`config.mk`:
```
export PLATFORM = sky130hd
export DESIGN_NAME = color_ramp
export DESIGN_NICKNAME = d
export VERILOG_FILES = /design/src/rtl/color_ramp.sv
export SDC_FILE = /design/constraint.sdc
export NUM_CORES = 1
export LEC_CHECK = 0
export ABC_CLOCK_PERIOD_IN_PS = 12700
export CAP_MARGIN = 20
export CORE_UTILIZATION = 44
export CTS_CLUSTER_SIZE = 12
export DETAILED_ROUTE_END_ITERATION = 7
export GPL_TIMING_DRIVEN = 1
export PLACE_DENSITY = 0.74
export SYNTH_ARGS = -nofsm -noshare
export SYNTH_HDL_FRONTEND = slang
export SYNTH_SLANG_ARGS = --single-unit
```
`constraint.sdc`:
```
create_clock -name clk -period 12.7 [get_ports clk]
set_clock_uncertainty 0.2 [all_clocks]
set_input_delay 1.905 -clock clk [delete_from_list [all_inputs] [get_ports clk]]
set_output_delay 1.905 -clock clk [all_outputs]
set_load 0.02 [all_outputs]
```
`src/rtl/color_ramp.sv`:
```
// color_ramp: ramps three 8-bit PWM duty values toward loaded targets.
// Latency: duty follows lin directly; one extra cycle on duty/busy/done with COLOR_RAMP_GAMMA_EN.
// Backpressure: none; load is accepted in any cycle and retargets from the current values.
module color_ramp #(
  parameter int PRESCALE = 256,
  parameter int STEP     = 1
) (
  input  logic       clk,
  input  logic       reset,
  input  logic       load,
  input  logic [7:0] target_r,
  input  logic [7:0] target_g,
  input  logic [7:0] target_b,
  output logic [7:0] duty_r,
  output logic [7:0] duty_g,
  output logic [7:0] duty_b,
  output logic       busy,
  output logic       done
);

  typedef enum logic {IDLE = 1'b0, RAMP = 1'b1} state_t;

  localparam logic [15:0]       TICK_LAST = 16'(PRESCALE - 1);
  localparam logic signed [8:0] STEP_S    = 9'(STEP);
  localparam logic [7:0]        STEP_U    = 8'(STEP);

  state_t     state_q, state_d;
  logic [7:0] lin_r_q, lin_g_q, lin_b_q;
  logic [7:0] lin_r_d, lin_g_d, lin_b_d;
  logic [7:0] tgt_r_q, tgt_g_q, tgt_b_q;
  logic [7:0] tgt_r_d, tgt_g_d, tgt_b_d;
  logic [15:0] tick_q, tick_d;
  logic       done_q, done_d;
  logic       step_w;
  logic [7:0] nxt_r, nxt_g, nxt_b;

  // Move one channel toward its target by at most STEP; the signed 9-bit
  // difference keeps the clamp exact at both ends of the 0..255 range.
  function automatic logic [7:0] step_toward(input logic [7:0] lin, input logic [7:0] tgt);
    logic signed [8:0] diff;
    logic [7:0]        res;
    diff = $signed({1'b0, tgt}) - $signed({1'b0, lin});
    if (diff > STEP_S)       res = lin + STEP_U;
    else if (diff < -STEP_S) res = lin - STEP_U;
    else                     res = tgt;
    return res;
  endfunction

  assign step_w = (state_q == RAMP) && (tick_q == TICK_LAST);
  assign nxt_r  = step_toward(lin_r_q, tgt_r_q);
  assign nxt_g  = step_toward(lin_g_q, tgt_g_q);
  assign nxt_b  = step_toward(lin_b_q, tgt_b_q);

  // Next-state: load beats a coincident step; a finished step returns to IDLE with done.
  always_comb begin
    state_d = state_q;
    lin_r_d = lin_r_q;
    lin_g_d = lin_g_q;
    lin_b_d = lin_b_q;
    tgt_r_d = tgt_r_q;
    tgt_g_d = tgt_g_q;
    tgt_b_d = tgt_b_q;
    tick_d  = tick_q;
    done_d  = 1'b0;
    if (load) begin
      tgt_r_d = target_r;
      tgt_g_d = target_g;
      tgt_b_d = target_b;
      tick_d  = 16'd0;
      if (target_r == lin_r_q && target_g == lin_g_q && target_b == lin_b_q) begin
        state_d = IDLE;
        done_d  = 1'b1;
      end else begin
        state_d = RAMP;
      end
    end else if (state_q == RAMP) begin
      if (step_w) begin
        lin_r_d = nxt_r;
        lin_g_d = nxt_g;
        lin_b_d = nxt_b;
        tick_d  = 16'd0;
        if (nxt_r == tgt_r_q && nxt_g == tgt_g_q && nxt_b == tgt_b_q) begin
          state_d = IDLE;
          done_d  = 1'b1;
        end
      end else begin
        tick_d = tick_q + 16'd1;
      end
    end else begin
      tick_d = 16'd0;
    end
  end

  // Core state registers with synchronous reset.
  always_ff @(posedge clk) begin
    if (reset) begin
      state_q <= IDLE;
      lin_r_q <= 8'd0;
      lin_g_q <= 8'd0;
      lin_b_q <= 8'd0;
      tgt_r_q <= 8'd0;
      tgt_g_q <= 8'd0;
      tgt_b_q <= 8'd0;
      tick_q  <= 16'd0;
      done_q  <= 1'b0;
    end else begin
      state_q <= state_d;
      lin_r_q <= lin_r_d;
      lin_g_q <= lin_g_d;
      lin_b_q <= lin_b_d;
      tgt_r_q <= tgt_r_d;
      tgt_g_q <= tgt_g_d;
      tgt_b_q <= tgt_b_d;
      tick_q  <= tick_d;
      done_q  <= done_d;
    end
  end

`ifdef COLOR_RAMP_GAMMA_EN
  logic [15:0] sq_r, sq_g, sq_b;
  logic [7:0]  duty_r_q, duty_g_q, duty_b_q;
  logic        busy_q, done_dly_q;

  assign sq_r = ({8'd0, lin_r_q} * {8'd0, lin_r_q}) + {8'd0, lin_r_q};
  assign sq_g = ({8'd0, lin_g_q} * {8'd0, lin_g_q}) + {8'd0, lin_g_q};
  assign sq_b = ({8'd0, lin_b_q} * {8'd0, lin_b_q}) + {8'd0, lin_b_q};

  // Gamma stage: register (x*x + x) >> 8 and delay busy/done to stay aligned with it.
  always_ff @(posedge clk) begin
    if (reset) begin
      duty_r_q   <= 8'd0;
      duty_g_q   <= 8'd0;
      duty_b_q   <= 8'd0;
      busy_q     <= 1'b0;
      done_dly_q <= 1'b0;
    end else begin
      duty_r_q   <= sq_r[15:8];
      duty_g_q   <= sq_g[15:8];
      duty_b_q   <= sq_b[15:8];
      busy_q     <= (state_q == RAMP);
      done_dly_q <= done_q;
    end
  end

  assign duty_r = duty_r_q;
  assign duty_g = duty_g_q;
  assign duty_b = duty_b_q;
  assign busy   = busy_q;
  assign done   = done_dly_q;
`else
  assign duty_r = lin_r_q;
  assign duty_g = lin_g_q;
  assign duty_b = lin_b_q;
  assign busy   = (state_q == RAMP);
  assign done   = done_q;
`endif

endmodule

```
Word-level counts from Yosys, hierarchy flattened
Cells that the tools add are included.
{"block": "classes", "addsub": 10, "magnitude_cmp": 6, "n_reduce_logical": 7, "n_bitwise": 2, "n_eq_ne": 7, "muxes": 16}
{"op": "8-bit == test", "n": 6}
{"op": "8-bit 2-to-1 mux", "n": 6}
{"op": "9-bit by 2-bit > comparator with 1-bit output, second input constant", "n": 3}
{"op": "9-bit by 1-bit less-than comparator with 1-bit output, second input constant", "n": 3}
{"op": "8-bit by 8-bit subtractor with 9-bit output", "n": 3}
{"op": "8-bit by 1-bit adder with 8-bit output, second input constant", "n": 3}
{"op": "8-bit by 1-bit subtractor with 8-bit output, second input constant", "n": 3}
{"op": "16-bit by 1-bit adder with 16-bit output, second input constant", "n": 1}
{"op": "16-bit by 8-bit == test with 1-bit output, second input constant", "n": 1}
{"op": "1-bit 2-to-1 mux", "n": 10}
{"op": "1-bit logical AND", "n": 5}
{"op": "4-bit OR reduction", "n": 1}
{"op": "3-bit AND reduction", "n": 1}
{"op": "1-bit inverter", "n": 2}
{"block": "word_totals", "input_bits": 27, "regBits": 66, "output_inout_bits": 26}

Logic depth before layout (Yosys ltp)
Gate-level depths: netlist of the first run.
{"block": "depth", "word_depth": 11, "ltp_mapped": 15}

Worst setup path after synthesis of the first run
OpenSTA, ideal clock, no wires.
{"block": "synth_path", "path_kind": "reg-to-reg", "start": "register lin_g_q[2] (netlist: duty_g[2])", "end": "register done_q (netlist: done)", "arrival_time_ns": 3.916, "setup_slack_ns": 8.518, "t_required_ns": 12.434, "stages_incl_launch_ff": 15, "path_buffers": 2, "setup_ns": 0.066, "path_cell_list": "dfxtp_1 -> clkbuf_1 -> inv_1 -> ha_1 -> buf_2 -> a21oi_1 -> nand3_1 -> a2111oi_0 -> or4b_4 -> o21ai_2 -> nor2_1 -> nor4_1 -> mux2_2 -> o41ai_2 -> nor2b_1"}
{"block": "synth_via", "elab_chain_cells": 11, "word_cells_on_any_way": 18, "cone_classes": "add/sub (3); order compare (2); eq/ne (2); mux (7); reduce/logical (4)"}
{"item": "start: declaration", "line": "28", "rtl": "logic [7:0] lin_r_q, lin_g_q, lin_b_q;"}
{"item": "start signal: assignment", "line": "109", "rtl": "lin_g_q <= lin_g_d;"}
{"item": "8-bit by 8-bit subtractor with 9-bit output", "line": "42", "rtl": "diff = $signed({1'b0, tgt}) - $signed({1'b0, lin});"}
{"item": "9-bit by 1-bit less-than comparator with 1-bit output", "line": "44", "rtl": "else if (diff < -STEP_S) res = lin - STEP_U;"}
{"item": "8-bit 2-to-1 mux", "line": "44"}
{"item": "8-bit 2-to-1 mux", "line": "43", "rtl": "if (diff > STEP_S) res = lin + STEP_U;"}
{"item": "8-bit == test", "line": "82", "rtl": "if (nxt_r == tgt_r_q && nxt_g == tgt_g_q && nxt_b == tgt_b_q) begin"}
{"item": "1-bit logical AND (2 in a row)", "line": "82"}
{"item": "1-bit 2-to-1 mux", "line": "82"}
{"item": "1-bit 2-to-1 mux", "line": "77", "rtl": "if (step_w) begin"}
{"item": "1-bit 2-to-1 mux", "line": "76", "rtl": "end else if (state_q == RAMP) begin"}
{"item": "1-bit 2-to-1 mux (*)", "line": "65", "rtl": "if (load) begin"}
{"item": "end signal: assignment", "line": "115", "rtl": "done_q <= done_d;"}
{"item": "end: declaration", "line": "33", "rtl": "logic done_q, done_d;"}
Every way passes the cells marked *; elsewhere a longest branch is shown, timed or not.
A chain may end at the register's enable or synchronous reset.

Worst setup path in the final report of the first run
{"block": "layout_path", "start": "register lin_g_q[3] (netlist: duty_g[3])", "end": "register done_q (netlist: done)"}
The elaborated chain is that of the path after synthesis.

==> results.toml, run 1 <==
[logic_synthesis]
seq_area_frac_synth_pct = 21.85
yosysWarnings = 0
syn_inst = 784
synth_edf_count = 0
synth_cell_types = 77
avgSynthCellArea_sq_um = 7.711
synth_top_area_cell = "dfxtp_1"
synth_ff_type = "dfxtp_1"
synth_top_area_share_pct = 21.85
synthTopCellsByArea = "dfxtp_1 (22%), xnor2_1 (7.4%), ha_1 (6.8%), nor2_1 (5.3%), xor2_1 (5.1%)"
synthSimpleGateAreaFrac_pct = 23.05
async_flop_share_pct = 0
synth_top_family_by_area = "compound AO/OA/AOI/OAI gates"
netlist_area_sq_um = 6046
yosys-top-cells-count = "nor2_1 (86), dfxtp_1 (66), nand2_1 (61)"
ys_seq_elements = 66
synthMuxAreaShare_pct = 4.843
syn_nets = 845
synthAdderAreaFrac_pct = 7.161
synth_compound_area_share_pct = 23.94
yosysMostFrequentCell = "nor2_1"
synthXorXnorAreaFrac_pct = 13.58

[die]
ioPinCount = 53
core_sq_um = 13350
die-area_sq_um = 14210
rows = 42
start_util_pct = 45.29
dieWidth_um = 119.2
die_y_um = 119.2

[route]
ant_nets = 0
drt_iter0_drc = 509
wirelength_um = 16160
dr.pass1.iters = 5
wl_per_cell_um = 16.39
post_drt_via_cell_ratio = 5.906
drc = 0
vias = 5823

[clock_network]
cts.sinks = 66
holdBufCountCts = 0
postCtsSetupBuffers = 0
root_buffer = "clkbuf_16"
cts-buffers-inserted = 9
cts.repair.resized = 0
clk_pin_slew_ns = 0.06
tritoncts = "yes"
htreeDepth = 3
cts.path.max_buffers = 2
insertion_delay_ns = 0.33

[timing]
hold_viol = 0
hold_ws_ns = 0.2649
finalSetupViolCount = 0
tightest_slew_ns = 0.9947
rsz0062_at_grt = "no"
clock.fmax_mhz = 212.2
setup-tns-final_ns = 0
final.setup.worst_slack_ns = 7.987
finalMaxSlewViolations = 0
slew_headroom_pct = 33.28
period_needed_ns = 4.713
fin_crit_sh_pct = 37.11

[grt]
grt_first_pass_wirelength_um = 26150
grt_max_degree = 52
grt_pass1_vias = 5192
gr-total-overflow = 0
track_usage_pct = 22.78
antenna_found_initial = 0

[critical_path]
worst-r2r-setup-slack_ns = 7.99
cp.required_ns = 12.75
r2r_end = "done$_SDFF_PP0_"
crit_fanout = 15
r2r-start = "duty_g[3]$_SDFFE_PP0P_"
arrival_ns = 4.76
cp-end-kind = "flop"
worstRegToRegCells = 12
cp-start-kind = "flop"
critPathKind = "flop to flop"

[placed_design]
dpl_cell_area_sq_um = 6620
placed_cells = 970
io_buffer_count = 52
place_ws_ns = 8.047
routabilityCongestion = 0.9141
dp_hpwl_um = 12040

[layout]
design_area_sq_um = 6932
fin_nets = 866
fillerInstances = 1291
layout.cells.non_filler = 986
diodes = 0
layout-drive-gt1-share_pct = 5.926
area_delta_synth_final_pct = 14.65

[worst_hold_path]
hold_start = "tick_q[0]$_SDFF_PP0_"
min_path_type = "flop to flop"
holdPathEnd = "tick_q[0]$_SDFF_PP0_"
min_path_cells = 1

[power_and_ir_drop]
p_leak_nw = 2.568
powerDensity_nw_per_um2 = 91.57
ir_worst_vdd_uv = 90.17

[flow_run]
maxCapViolations = 0

[status]
status = "complete, no violations"
==> per-stage QoR <==
| stage | util, % | power, W |
|---|---|---|
| floorplan | - | 0.0003431 |
| global placement | 49.60 | 0.0003805 |
| finish | 51.93 | 0.0006347 |
| CTS | 51.93 | 0.0006368 |
| detailed placement | 49.60 | 0.0003819 |
| global route | 51.93 | 0.0006655 |
==> flip-flops by register name, summed over array words and instances, names as in the netlist <==
register and count:
busy 1, done 1, duty_b 8, duty_g 8, duty_r 8, tgt_b_q 8, tgt_g_q 8, tgt_r_q 8
tick_q 16
==> layout by cell type, fill, tap and decap left out, types with 7 or more instances in the layout <==
cell / netlist / layout
a211oi_1: 15 / 15
or3_1: 8 / 8
clkbuf_16: 0 / 9
dfxtp_1: 66 / 66
nor3_1: 24 / 24
ha_1: 33 / 33
nor4_1: 11 / 11
and3_1: 11 / 11
nor2b_1: 9 / 9
nand2_1: 61 / 61
nand3_1: 26 / 26
o21ai_0: 17 / 17
o221ai_1: 18 / 18
mux2i_1: 27 / 27
a21oi_1: 39 / 39
nand4_1: 14 / 14
nand2b_1: 9 / 9
o22ai_1: 7 / 7
clkdlybuf4s50_1: 0 / 50
o211ai_1: 11 / 11
xor2_1: 35 / 35
nor2_1: 86 / 86
a21o_1: 10 / 10
xnor2_1: 51 / 51
inv_1: 44 / 44
o2111ai_1: 8 / 8
==> how the worst max path moves through the flow <==
stage	slack, ns	to	from
global placement	8.15	busy$_SDFF_PP0_	duty_g[3]$_SDFFE_PP0P_
detailed placement	8.05	done$_SDFF_PP0_	duty_g[3]$_SDFFE_PP0P_
global route	7.66	done$_SDFF_PP0_	duty_g[3]$_SDFFE_PP0P_
CTS	8.01	done$_SDFF_PP0_	duty_g[3]$_SDFFE_PP0P_
finish	7.99	done$_SDFF_PP0_	duty_g[3]$_SDFFE_PP0P_
floorplan	8.52	done$_SDFF_PP0_	duty_g[2]$_SDFFE_PP0P_
==> power breakdown <==
part | total (W) | leakage (nW) | switching, W | internal (W)
Combinational | 0.000160 | 1.88 | 0.0000929 | 0.0000673
Clock | 0.000254 | 0.150 | 0.0000951 | 0.000159
Sequential | 0.000220 | 0.537 | 0.00000811 | 0.000212
Total | 0.000635 | 2.57 | 0.000196 | 0.000439
==> metal layers <==
layer	vias up	routed length, um	track usage (%)
met5	-	0	0
met4	0	297	7.199
met3	18	922	3.640
met2	188	7155	35.50
met1	2705	7788	31.87
li1	2912	-	-
==> layout make-up <==
class,instances,area (sq um),area share [%]
multi-input combinational,630,4388,63.30
sequential,66,1321,19.06
tap,176,220.2,3.177
clock inverter,6,72.57,1.047
clock buffer,10,239.0,3.448
timing repair buffer,54,525.5,7.581
inverter,44,165.2,2.383
==> cells by family (layout without fill, tap and decap cells) <==
| logic type | after synthesis | after routing |
|---|---|---|
| AND/OR/NAND/NOR | 286 | 286 |
| AO/OA/AOI/OAI | 192 | 192 |
| XOR/XNOR | 89 | 89 |
| buffers and inverters | 88 | 114 |
| flip-flops | 66 | 66 |
| adder cells (fa/ha/maj) | 34 | 34 |
| multiplexers | 29 | 29 |
==> critical path, stage by stage (launching register included) <==
cell and delay [ns]:
dfxtp_1 0.59, inv_1 0.14, ha_1 0.41, a21o_1 0.23
and2_1 0.18, o31a_1 0.32, o311a_1 0.33, o31ai_2 0.86
a21oi_1 0.08, nor4_1 0.44, mux2_2 0.39, o41ai_2 0.30
nor2b_1 0.16
Power figures use the tool's default switching activity.
==> run 2, diff against run 1 <==
--- a/config.mk
+++ b/config.mk
@@ -5,7 +5,7 @@
 export SDC_FILE = /design/constraint.sdc
 export NUM_CORES = 1
 export LEC_CHECK = 0
-export ABC_CLOCK_PERIOD_IN_PS = 12700
+export ABC_CLOCK_PERIOD_IN_PS = 4400
 export CAP_MARGIN = 20
 export CORE_UTILIZATION = 44
 export CTS_CLUSTER_SIZE = 12
==> constraint.sdc (replaced) <==
create_clock -name clk -period 4.4 [get_ports clk]
set_clock_uncertainty 0.2 [all_clocks]
set_input_delay 0.66 -clock clk [delete_from_list [all_inputs] [get_ports clk]]
set_output_delay 0.66 -clock clk [all_outputs]
set_load 0.02 [all_outputs]
==> results.toml, run 2 (synthesized netlist as in run 1, its figures left out) <==
[grt]
antenna_found_initial = 0
grt_first_pass_wirelength_um = 27510
grt_pass1_vias = 5404
gr-total-overflow = 0
track_usage_pct = 24.24
grt_max_degree = 52

[route]
ant_nets = 0
post_drt_via_cell_ratio = 5.932
dr.pass1.iters = 5
drt_iter0_drc = 569
wirelength_um = 16810
wl_per_cell_um = 16.74
drc = 0
vias = 5956

[clock_network]
postCtsSetupBuffers = 0
cts-buffers-inserted = 9
insertion_delay_ns = 0.35
htreeDepth = 3
tritoncts = "yes"
cts.repair.resized = 0
holdBufCountCts = 0
cts.sinks = 66
clk_pin_slew_ns = 0.06
root_buffer = "clkbuf_16"
cts.path.max_buffers = 2

[timing]
fin_crit_sh_pct = 91.74
rsz0062_at_grt = "no"
setup-tns-final_ns = 0
period_needed_ns = 4.036
finalSetupViolCount = 0
hold_viol = 0
tightest_slew_ns = 0.9046
slew_headroom_pct = 39.70
finalMaxSlewViolations = 0
clock.fmax_mhz = 247.7

[placed_design]
routabilityCongestion = 0.9550
io_buffer_count = 52
dp_hpwl_um = 12670
dpl_cell_area_sq_um = 6755

[die]
die_y_um = 119.2
die-area_sq_um = 14210
rows = 42
core_sq_um = 13350
ioPinCount = 53
start_util_pct = 45.29
dieWidth_um = 119.2

[layout]
largest_register = "tick_q"
layout_commonest_cell = "nor2_1"
largest_register_ffs = 16
utilization_pct = 53.01
design_area_sq_um = 7076
area_delta_synth_final_pct = 17.03
fin_nets = 884
diodes = 0
layout-drive-gt1-share_pct = 7.971
final_cell_mix = "nor2_1 (86), dfxtp_1 (66), nand2_1 (61), xnor2_1 (51), clkdlybuf4s50_1 (50)"

[flow_run]
maxCapViolations = 0

[power_and_ir_drop]
power_w = 0.001895
ir_worst_vdd_uv = 181.4
p_leak_nw = 2.665
powerDensity_nw_per_um2 = 267.9

[critical_path]
cpMostUsedCell = "o2111ai_1"
path_cells = "inv_1 > ha_1 > a211oi_1 > nor2_1 > or4_1 > a222oi_1 > buf_4 > a211o_1 > o2111ai_1 > a2111oi_2 > o2111ai_1 > o41ai_2 > nor2b_1"
arrival_ns = 4.11
crit_family = "compound AO/OA/AOI/OAI gates"
cp.required_ns = 4.48
cp-end-kind = "flop"
cp-start-kind = "flop"
crit_fanout = 11
critPathBufInv = 2
crit_slowest_cell = "dfxtp_1"
critPathKind = "flop to flop"
max_stage_delay_ns = 0.56

[worst_hold_path]
min_path_type = "flop to flop"

[status]
status = "complete, no violations"
-- run 2: report_power, final --
group | internal [W] | switching [W] | total (W)
registers | 0.000612 | 0.0000229 | 0.000635
clock network | 0.000494 | 0.000284 | 0.000778
logic | 0.000206 | 0.000276 | 0.000482
-- run 2: worst paths after layout --
path	from	to	slack [ns]	cells past startpoint
min reg2reg	tick_q[0]$_SDFF_PP0_	tick_q[0]$_SDFF_PP0_	0.27	1
min	tick_q[0]$_SDFF_PP0_	tick_q[0]$_SDFF_PP0_	0.27	1
max	duty_r[4]$_SDFFE_PP0P_	done$_SDFF_PP0_	0.36	13
max reg2reg	duty_r[4]$_SDFFE_PP0P_	done$_SDFF_PP0_	0.36	13
-- run 2: final cells by class --
cell class	count	area [sq um]
Fill cell	1281	6272
Multi-Input combinational cell	630	4389
Sequential cell	66	1321
Timing Repair Buffer	72	660.6
Clock buffer	9	225.2
Tap cell	176	220.2
Inverter	44	165.2
Clock inverter	7	93.84
-- run 2: per-stage QoR --
step / hold slack, ns / std cells / setup slack [ns]
after floorplan: 0.2258 / 784 / 0.2184
after global placement: 0.2413 / 988 / 0.4215
after detailed placement: 0.2513 / 988 / 0.4176
after CTS: 0.2638 / 1004 / 0.3770
after global routing: 0.2985 / 1004 / 0.04833
final: 0.2653 / 1004 / 0.3635
-- run 2: layer usage --
| metal | wire [um] | global-route usage [%] | share of wire (%) |
|---|---|---|---|
| met1 | 7944 | 33.43 | 47 |
| met3 | 1128 | 4.550 | 6.7 |
| met2 | 7428 | 37.94 | 44 |
| met5 | 0 | 0 | 0 |
| met4 | 308 | 7.595 | 1.8 |
==> run 3, diff against run 2 <==
--- a/config.mk
+++ b/config.mk
@@ -11,6 +11,7 @@
 export CTS_CLUSTER_SIZE = 12
 export DETAILED_ROUTE_END_ITERATION = 7
 export GPL_TIMING_DRIVEN = 1
+export HOLD_SLACK_MARGIN = 0.02
 export PLACE_DENSITY = 0.74
 export SYNTH_ARGS = -nofsm -noshare
 export SYNTH_HDL_FRONTEND = slang
==> results of run 3 <==
Same layout as run 2: the final DEF is identical, and so are final timing and power.
